===== src/rtl/scaler_h_lin.sv =====
// scaler_h_lin: multi-channel horizontal linear-interpolation scaler, 4.12 input step per output pixel.
// Define SCALER_H_LIN_ROUND_EN to round half up instead of truncating.
module scaler_h_lin #(
  parameter int DATA_WIDTH    = 8,
  parameter int CH_COUNT      = 3,
  parameter int PIXEL_STEP    = 4096,
  parameter int COE_WIDTH     = 10,
  parameter int LINE_SIZE_MAX = 4096
) (
  input  logic                               clk,
  input  logic                               rst,
  input  logic [15:0]                        scale_step,
  input  logic [DATA_WIDTH*CH_COUNT-1:0]     di_i,
  input  logic                               de_i,
  input  logic                               hs_i,
  input  logic                               vs_i,
  output logic [DATA_WIDTH*CH_COUNT-1:0]     do_o,
  output logic                               de_o,
  output logic                               hs_o,
  output logic                               vs_o,
  output logic [$clog2(LINE_SIZE_MAX+1)-1:0] pix_count_o,
  output logic                               ovf_o
);
  localparam int PW = DATA_WIDTH * CH_COUNT;
  localparam int CW = $clog2(LINE_SIZE_MAX + 1);
  localparam int MW = DATA_WIDTH + COE_WIDTH + 1;
  localparam logic [16:0] ONE = 17'(PIXEL_STEP);
  localparam logic [15:0] STEP_MIN = 16'(PIXEL_STEP / 16);
`ifdef SCALER_H_LIN_ROUND_EN
  localparam logic [MW-1:0] RND = MW'(2 ** (COE_WIDTH - 1));
`else
  localparam logic [MW-1:0] RND = '0;
`endif
  typedef enum logic [1:0] {IDLE, RUN, EMIT, FLUSH} state_t;
  state_t state;
  logic [16:0] acc, acc_n;
  logic [15:0] step, step_c;
  logic [PW-1:0] p0, p1;
  logic hs_d, vs_d, armed, flush_req, first;
  logic issue, done, over, hs_rise;
  logic [CW-1:0] cnt, cnt_n;
  logic [COE_WIDTH-1:0] c;
  assign step_c = scale_step < STEP_MIN ? STEP_MIN : scale_step;
  assign acc_n = acc + {1'b0, step};
  assign issue = state == EMIT || state == FLUSH;
  assign done = acc_n >= ONE;
  assign over = acc >= ONE;
  assign hs_rise = hs_i & ~hs_d;
  assign cnt_n = cnt == CW'(LINE_SIZE_MAX) ? cnt : cnt + CW'(1);
  assign c = acc[11 -: COE_WIDTH];
  // armed blocks a line that was already in progress when reset released
  always_ff @(posedge clk or negedge rst)
    if (!rst) begin
      state <= IDLE;
      acc <= '0;
      step <= '0;
      p0 <= '0;
      p1 <= '0;
      hs_d <= 1'b1;
      vs_d <= 1'b1;
      armed <= 1'b0;
      flush_req <= 1'b0;
      first <= 1'b0;
      cnt <= '0;
      pix_count_o <= '0;
      ovf_o <= 1'b0;
    end else begin
      hs_d <= hs_i;
      vs_d <= vs_i;
      armed <= armed | hs_i;
      flush_req <= flush_req | hs_rise;
      ovf_o <= (ovf_o & ~(vs_i & ~vs_d)) | (de_i & issue);
      if (issue) begin
        cnt <= cnt_n;
        first <= 1'b0;
      end
      case (state)
        IDLE: begin
          flush_req <= de_i & armed & hs_rise;
          if (de_i && armed) begin
            p0 <= di_i;
            acc <= '0;
            step <= step_c;
            cnt <= '0;
            first <= 1'b1;
            state <= RUN;
          end
        end
        RUN:
          if (de_i) begin
            if (over) begin
              acc <= acc - ONE;
              p0 <= di_i;
            end else begin
              p1 <= di_i;
              state <= EMIT;
            end
          end else if (flush_req || hs_rise) begin
            flush_req <= 1'b0;
            p1 <= p0;
            pix_count_o <= over ? cnt : pix_count_o;
            state <= over ? IDLE : FLUSH;
          end
        EMIT: begin
          acc <= done ? acc_n - ONE : acc_n;
          if (done) begin
            p0 <= p1;
            state <= RUN;
          end
        end
        FLUSH: begin
          acc <= acc_n;
          if (done) begin
            pix_count_o <= cnt_n;
            state <= IDLE;
          end
        end
      endcase
    end
  logic s1_v, s1_first, s1_last, s2_v, s2_first, s2_last, s3_v, s3_first, s3_last, last_o;
  logic [PW-1:0] s1_p0, s1_p1;
  logic [COE_WIDTH-1:0] s1_c;
  logic [MW-1:0] w0, w1;
  logic [MW-1:0] m0 [CH_COUNT];
  logic [MW-1:0] m1 [CH_COUNT];
  logic [MW-1:0] sum [CH_COUNT];
  logic [2:0] vs_sr;
  assign w1 = MW'(s1_c);
  assign w0 = MW'(2 ** COE_WIDTH) - w1;
  assign vs_o = vs_sr[2];
  // issue register, multiply, sum, then shift into the output register
  always_ff @(posedge clk or negedge rst)
    if (!rst) begin
      {s1_v, s1_first, s1_last, s2_v, s2_first, s2_last, s3_v, s3_first, s3_last} <= '0;
      s1_p0 <= '0;
      s1_p1 <= '0;
      s1_c <= '0;
      for (int k = 0; k < CH_COUNT; k++) begin
        m0[k] <= '0;
        m1[k] <= '0;
        sum[k] <= '0;
      end
      do_o <= '0;
      de_o <= 1'b0;
      hs_o <= 1'b1;
      last_o <= 1'b0;
      vs_sr <= '1;
    end else begin
      s1_v <= issue;
      s1_first <= issue & first;
      s1_last <= state == FLUSH && done;
      s1_p0 <= p0;
      s1_p1 <= p1;
      s1_c <= c;
      {s2_v, s2_first, s2_last} <= {s1_v, s1_first, s1_last};
      {s3_v, s3_first, s3_last} <= {s2_v, s2_first, s2_last};
      for (int k = 0; k < CH_COUNT; k++) begin
        m0[k] <= MW'(s1_p0[k*DATA_WIDTH +: DATA_WIDTH]) * w0;
        m1[k] <= MW'(s1_p1[k*DATA_WIDTH +: DATA_WIDTH]) * w1;
        sum[k] <= m0[k] + m1[k] + RND;
        do_o[k*DATA_WIDTH +: DATA_WIDTH] <= sum[k][COE_WIDTH +: DATA_WIDTH];
      end
      de_o <= s3_v;
      last_o <= s3_v & s3_last;
      hs_o <= s3_first ? 1'b0 : last_o ? 1'b1 : hs_o;
      vs_sr <= {vs_sr[1:0], vs_i};
    end
endmodule


===== config.mk =====
export PLATFORM = sky130hd
export DESIGN_NAME = scaler_h_lin
export DESIGN_NICKNAME = d
export VERILOG_FILES = /design/src/rtl/scaler_h_lin.sv
export SDC_FILE = /design/constraint.sdc
export NUM_CORES = 2
export LEC_CHECK = 0
export BUFFER_PORTS_ARGS = -buffer_cell sky130_fd_sc_hd__buf_2
export CAP_MARGIN = 30
export CORE_MARGIN = 4
export CORE_UTILIZATION = 40
export CTS_CLUSTER_DIAMETER = 60
export CTS_CLUSTER_SIZE = 20
export DETAILED_ROUTE_END_ITERATION = 10
export GPL_TIMING_DRIVEN = 0
export PLACE_DENSITY = 0.58
export SLEW_MARGIN = 20
export SYNTH_ARGS = -nofsm -noshare
export SYNTH_HDL_FRONTEND = slang
export SYNTH_SLANG_ARGS = --single-unit

===== constraint.sdc =====
create_clock -name clk -period 11.2 [get_ports clk]
set_input_delay 0.56 -clock clk [delete_from_list [all_inputs] [get_ports clk]]
set_output_delay 0.56 -clock clk [all_outputs]
set_load 0.1 [all_outputs]

==> results.sh <==
export IMPL_synthFlopType="dfrtp_1"
export IMPL_finalSetupViolCount=0
export IMPL_netlist_instances=3045
export IMPL_finalWirelength_um=73900
export IMPL_viasPerCell=4.94
export IMPL_io_buffer_count=84
export IMPL_hpwl_um=58100
export IMPL_finalCriticalPeriod_ns=7.86
export IMPL_fin_setup_tns_ns=0
export IMPL_ios=86
export IMPL_drtAntennaViolNets=0
export IMPL_status="completed"
export IMPL_worstSetupPathType="flip-flop to flip-flop"
export IMPL_ys_ff_latch=343
export IMPL_syn2layout_area_growth_pct=11.3
export IMPL_syn_area_um2=29700
export IMPL_dr_total_vias=20600
export IMPL_post_cts_buffers=0
export IMPL_stdcell_count=4174
export IMPL_async_flop_share_pct=100
export IMPL_firstDrtPassIters=5
export IMPL_start_kind="flip-flop"
export IMPL_seq_area_frac_synth_pct=28.9
export IMPL_clockRootBuffer="clkbuf_16"
export IMPL_r2r_start="s1_c[0]$_DFF_PN0_"
export IMPL_endpoint_kind="flip-flop"
export IMPL_grt_pass1_vias=21400
export IMPL_wire_per_inst_um=17.7
export IMPL_num_antenna_cells=0
export IMPL_die_area_um2=78600
export IMPL_skew_ns=0.0499
export IMPL_min_from="vs_i"
export IMPL_hold_path_class="input pin to flip-flop"
export IMPL_fin_hold_ws_ns=0.0610
export IMPL_fmax_mhz=127
export IMPL_max_cap_violations=0
export IMPL_cts_tree="done"
export IMPL_post_route_drc_count=0
export IMPL_synth_top_area_share_pct=28.5
export IMPL_grt_first_pass_wirelength_um=119000
export IMPL_grt_max_degree=91
export IMPL_slew_viol_final=0
export IMPL_grt_ovfl_total=0
export IMPL_synthDistinctLibCells=66
export IMPL_antenna_found_initial=3
export IMPL_fin_util_pct=45.1
export IMPL_die_width_um=280
export IMPL_maxSlewHeadroom_pct=36.7
export IMPL_critPathArrivalTime_ns=8.35
export IMPL_synth_top_cell_by_area="dfrtp_1"
export IMPL_clock_latency_ns=0.60
export IMPL_synth_nets=3708
export IMPL_core_rowCount=99
export IMPL_initial_core_util_pct=40.5
export IMPL_htree_levels=2
export IMPL_drt_iter0_drc=1396
export IMPL_required_ns=11.68
export IMPL_core_um2=73200
export IMPL_crit_start="s1_c[0]$_DFF_PN0_"
export IMPL_yosysMostFrequentCell="inv_1"
export IMPL_track_usage_pct=19.3
export IMPL_post_synth_cell_area_avg_um2=9.75
export IMPL_nNetsFinal=3846
export IMPL_place_inst=4099
export IMPL_layout_drive_gt1_share_pct=7.96
export IMPL_cts_sinks=343
export IMPL_path_max_fanout=10
export IMPL_die_y_um=280
export IMPL_synth_edf_count=0
export IMPL_period_share_pct=70.2
export IMPL_gp_congestion=0.851
export IMPL_cts_buffers=40
export IMPL_cts_buffer_depth=3
export IMPL_finalHoldViolCount=0
export IMPL_rsz0062_at_grt="no"
export IMPL_clk_pin_slew_ns=0.07
export IMPL_yosys_top_cells_count="inv_1, dfrtp_1, nand2_1"
export IMPL_tightest_slew_ns=0.949
export IMPL_synthTopCellsByArea="dfrtp_1, fa_1, ha_1, inv_1, and2_1"
export IMPL_yosysWarnings=0
-- final timing paths --
path | to | slack [ns] | cells after the start
min | vs_sr[0]$_DFF_PN1_ | 0.06 | 1
max | m0[55]$_DFF_PN0_ | 3.34 | 25
max reg2reg | m0[55]$_DFF_PN0_ | 3.34 | 25
max in group asynchronous | vs_sr[2]$_DFF_PN1_ | 9.34 | 5
min reg2reg | do_o[7]$_DFF_PN0_ | 0.35 | 0
min in group asynchronous | m0[16]$_DFF_PN0_ | 0.58 | 3
-- registers in the layout, summed over array words and instances, names as in the netlist, 2 cells and up --
name and cells:
s1_p0 24, pix_count_o 13, p1 24, m1 54, p0 24, cnt 13, sum 24, s1_c 10
m0 54, step 16, state 2, acc 17, vs_sr 3, s1_p1 24, do_o 24
-- final cells by class --
cell class	instances	area, µm²
clock buffer	42	1030
tap	959	1200
sequential	343	8590
multi-input combinational	2058	18700
buffer	136	531
fill	7011	40200
clock inverter	32	487
timing repair buffer	96	607
inverter	508	1910
-- cells in the final DEF, fill, tap and decap left out, drive strengths merged, types with 28 or more instances in the layout --
cell / instances
and2: 278
a21oi: 96
xor2: 47
fa: 307
o21ai: 64
nand2: 330
ha: 311
nor3: 28
xnor2: 92
buf: 105
dfrtp: 338
inv: 525
nand3: 34
nor2: 146
mux2: 55
clkbuf: 168
-- critical path, stage by stage (launching register included) --
cell and delay (ns):
dfrtp_1 0.48, clkbuf_1 0.48, clkbuf_1 0.74, inv_1 0.11, ha_1 0.27, nand2_1 0.11
xor2_2 0.67, clkbuf_1 0.68, nand2_1 0.18, fa_1 0.55, inv_1 0.06, fa_1 0.46
ha_1 0.29, inv_1 0.04, fa_1 0.52, inv_1 0.05, ha_1 0.27, a21o_1 0.17
a21oi_1 0.21, o21ai_0 0.11, a21o_1 0.21, a21oi_1 0.27, o211ai_1 0.17, a31o_2 0.26
a21oi_1 0.21, xnor2_1 0.19
-- routing by layer --
metal / vias up / track usage (%) / part of all wire, %
li1: 9884 / - / -
met1: 10300 / 27.1 / 46
met2: 346 / 31.5 / 46
met3: 85 / 3.19 / 5.0
met4: 2 / 5.03 / 2.4
met5: - / 0 / 0.018
-- logic make-up (layout without fill, tap and decap cells) --
logic type                 after synthesis  count (layout)  synth area share (%)
xor gates and xnor gates               139             139                  4.10
AOI/OAI and AO/OA                      312             312                  7.00
and+or+nand+nor                        907             907                  14.9
adders and majority gates              618             618                  33.8
buffers and inverters                  644             814                  8.21
DFF                                    343             343                  28.9
muxes                                   82              82                  3.00
-- per-stage QoR --
stage          setup slack (ns)  cell area (µm²)
4_1_cts                    3.33            33000
2_1_floorplan              5.55            29700
3_3_place_gp               2.57            31300
6_report                   3.34            33000
3_5_place_dp               3.42            31500
5_1_grt                    2.73            33000
-- repair_timing --
item,in CTS,in global routing
hold endpoints to repair,21,0
gates resized for setup,0,0
hold buffers,1,0
Power is left out: the tool's default activity adds up to more than one toggle a clock period on the data nets, which glitch-free logic cannot reach.
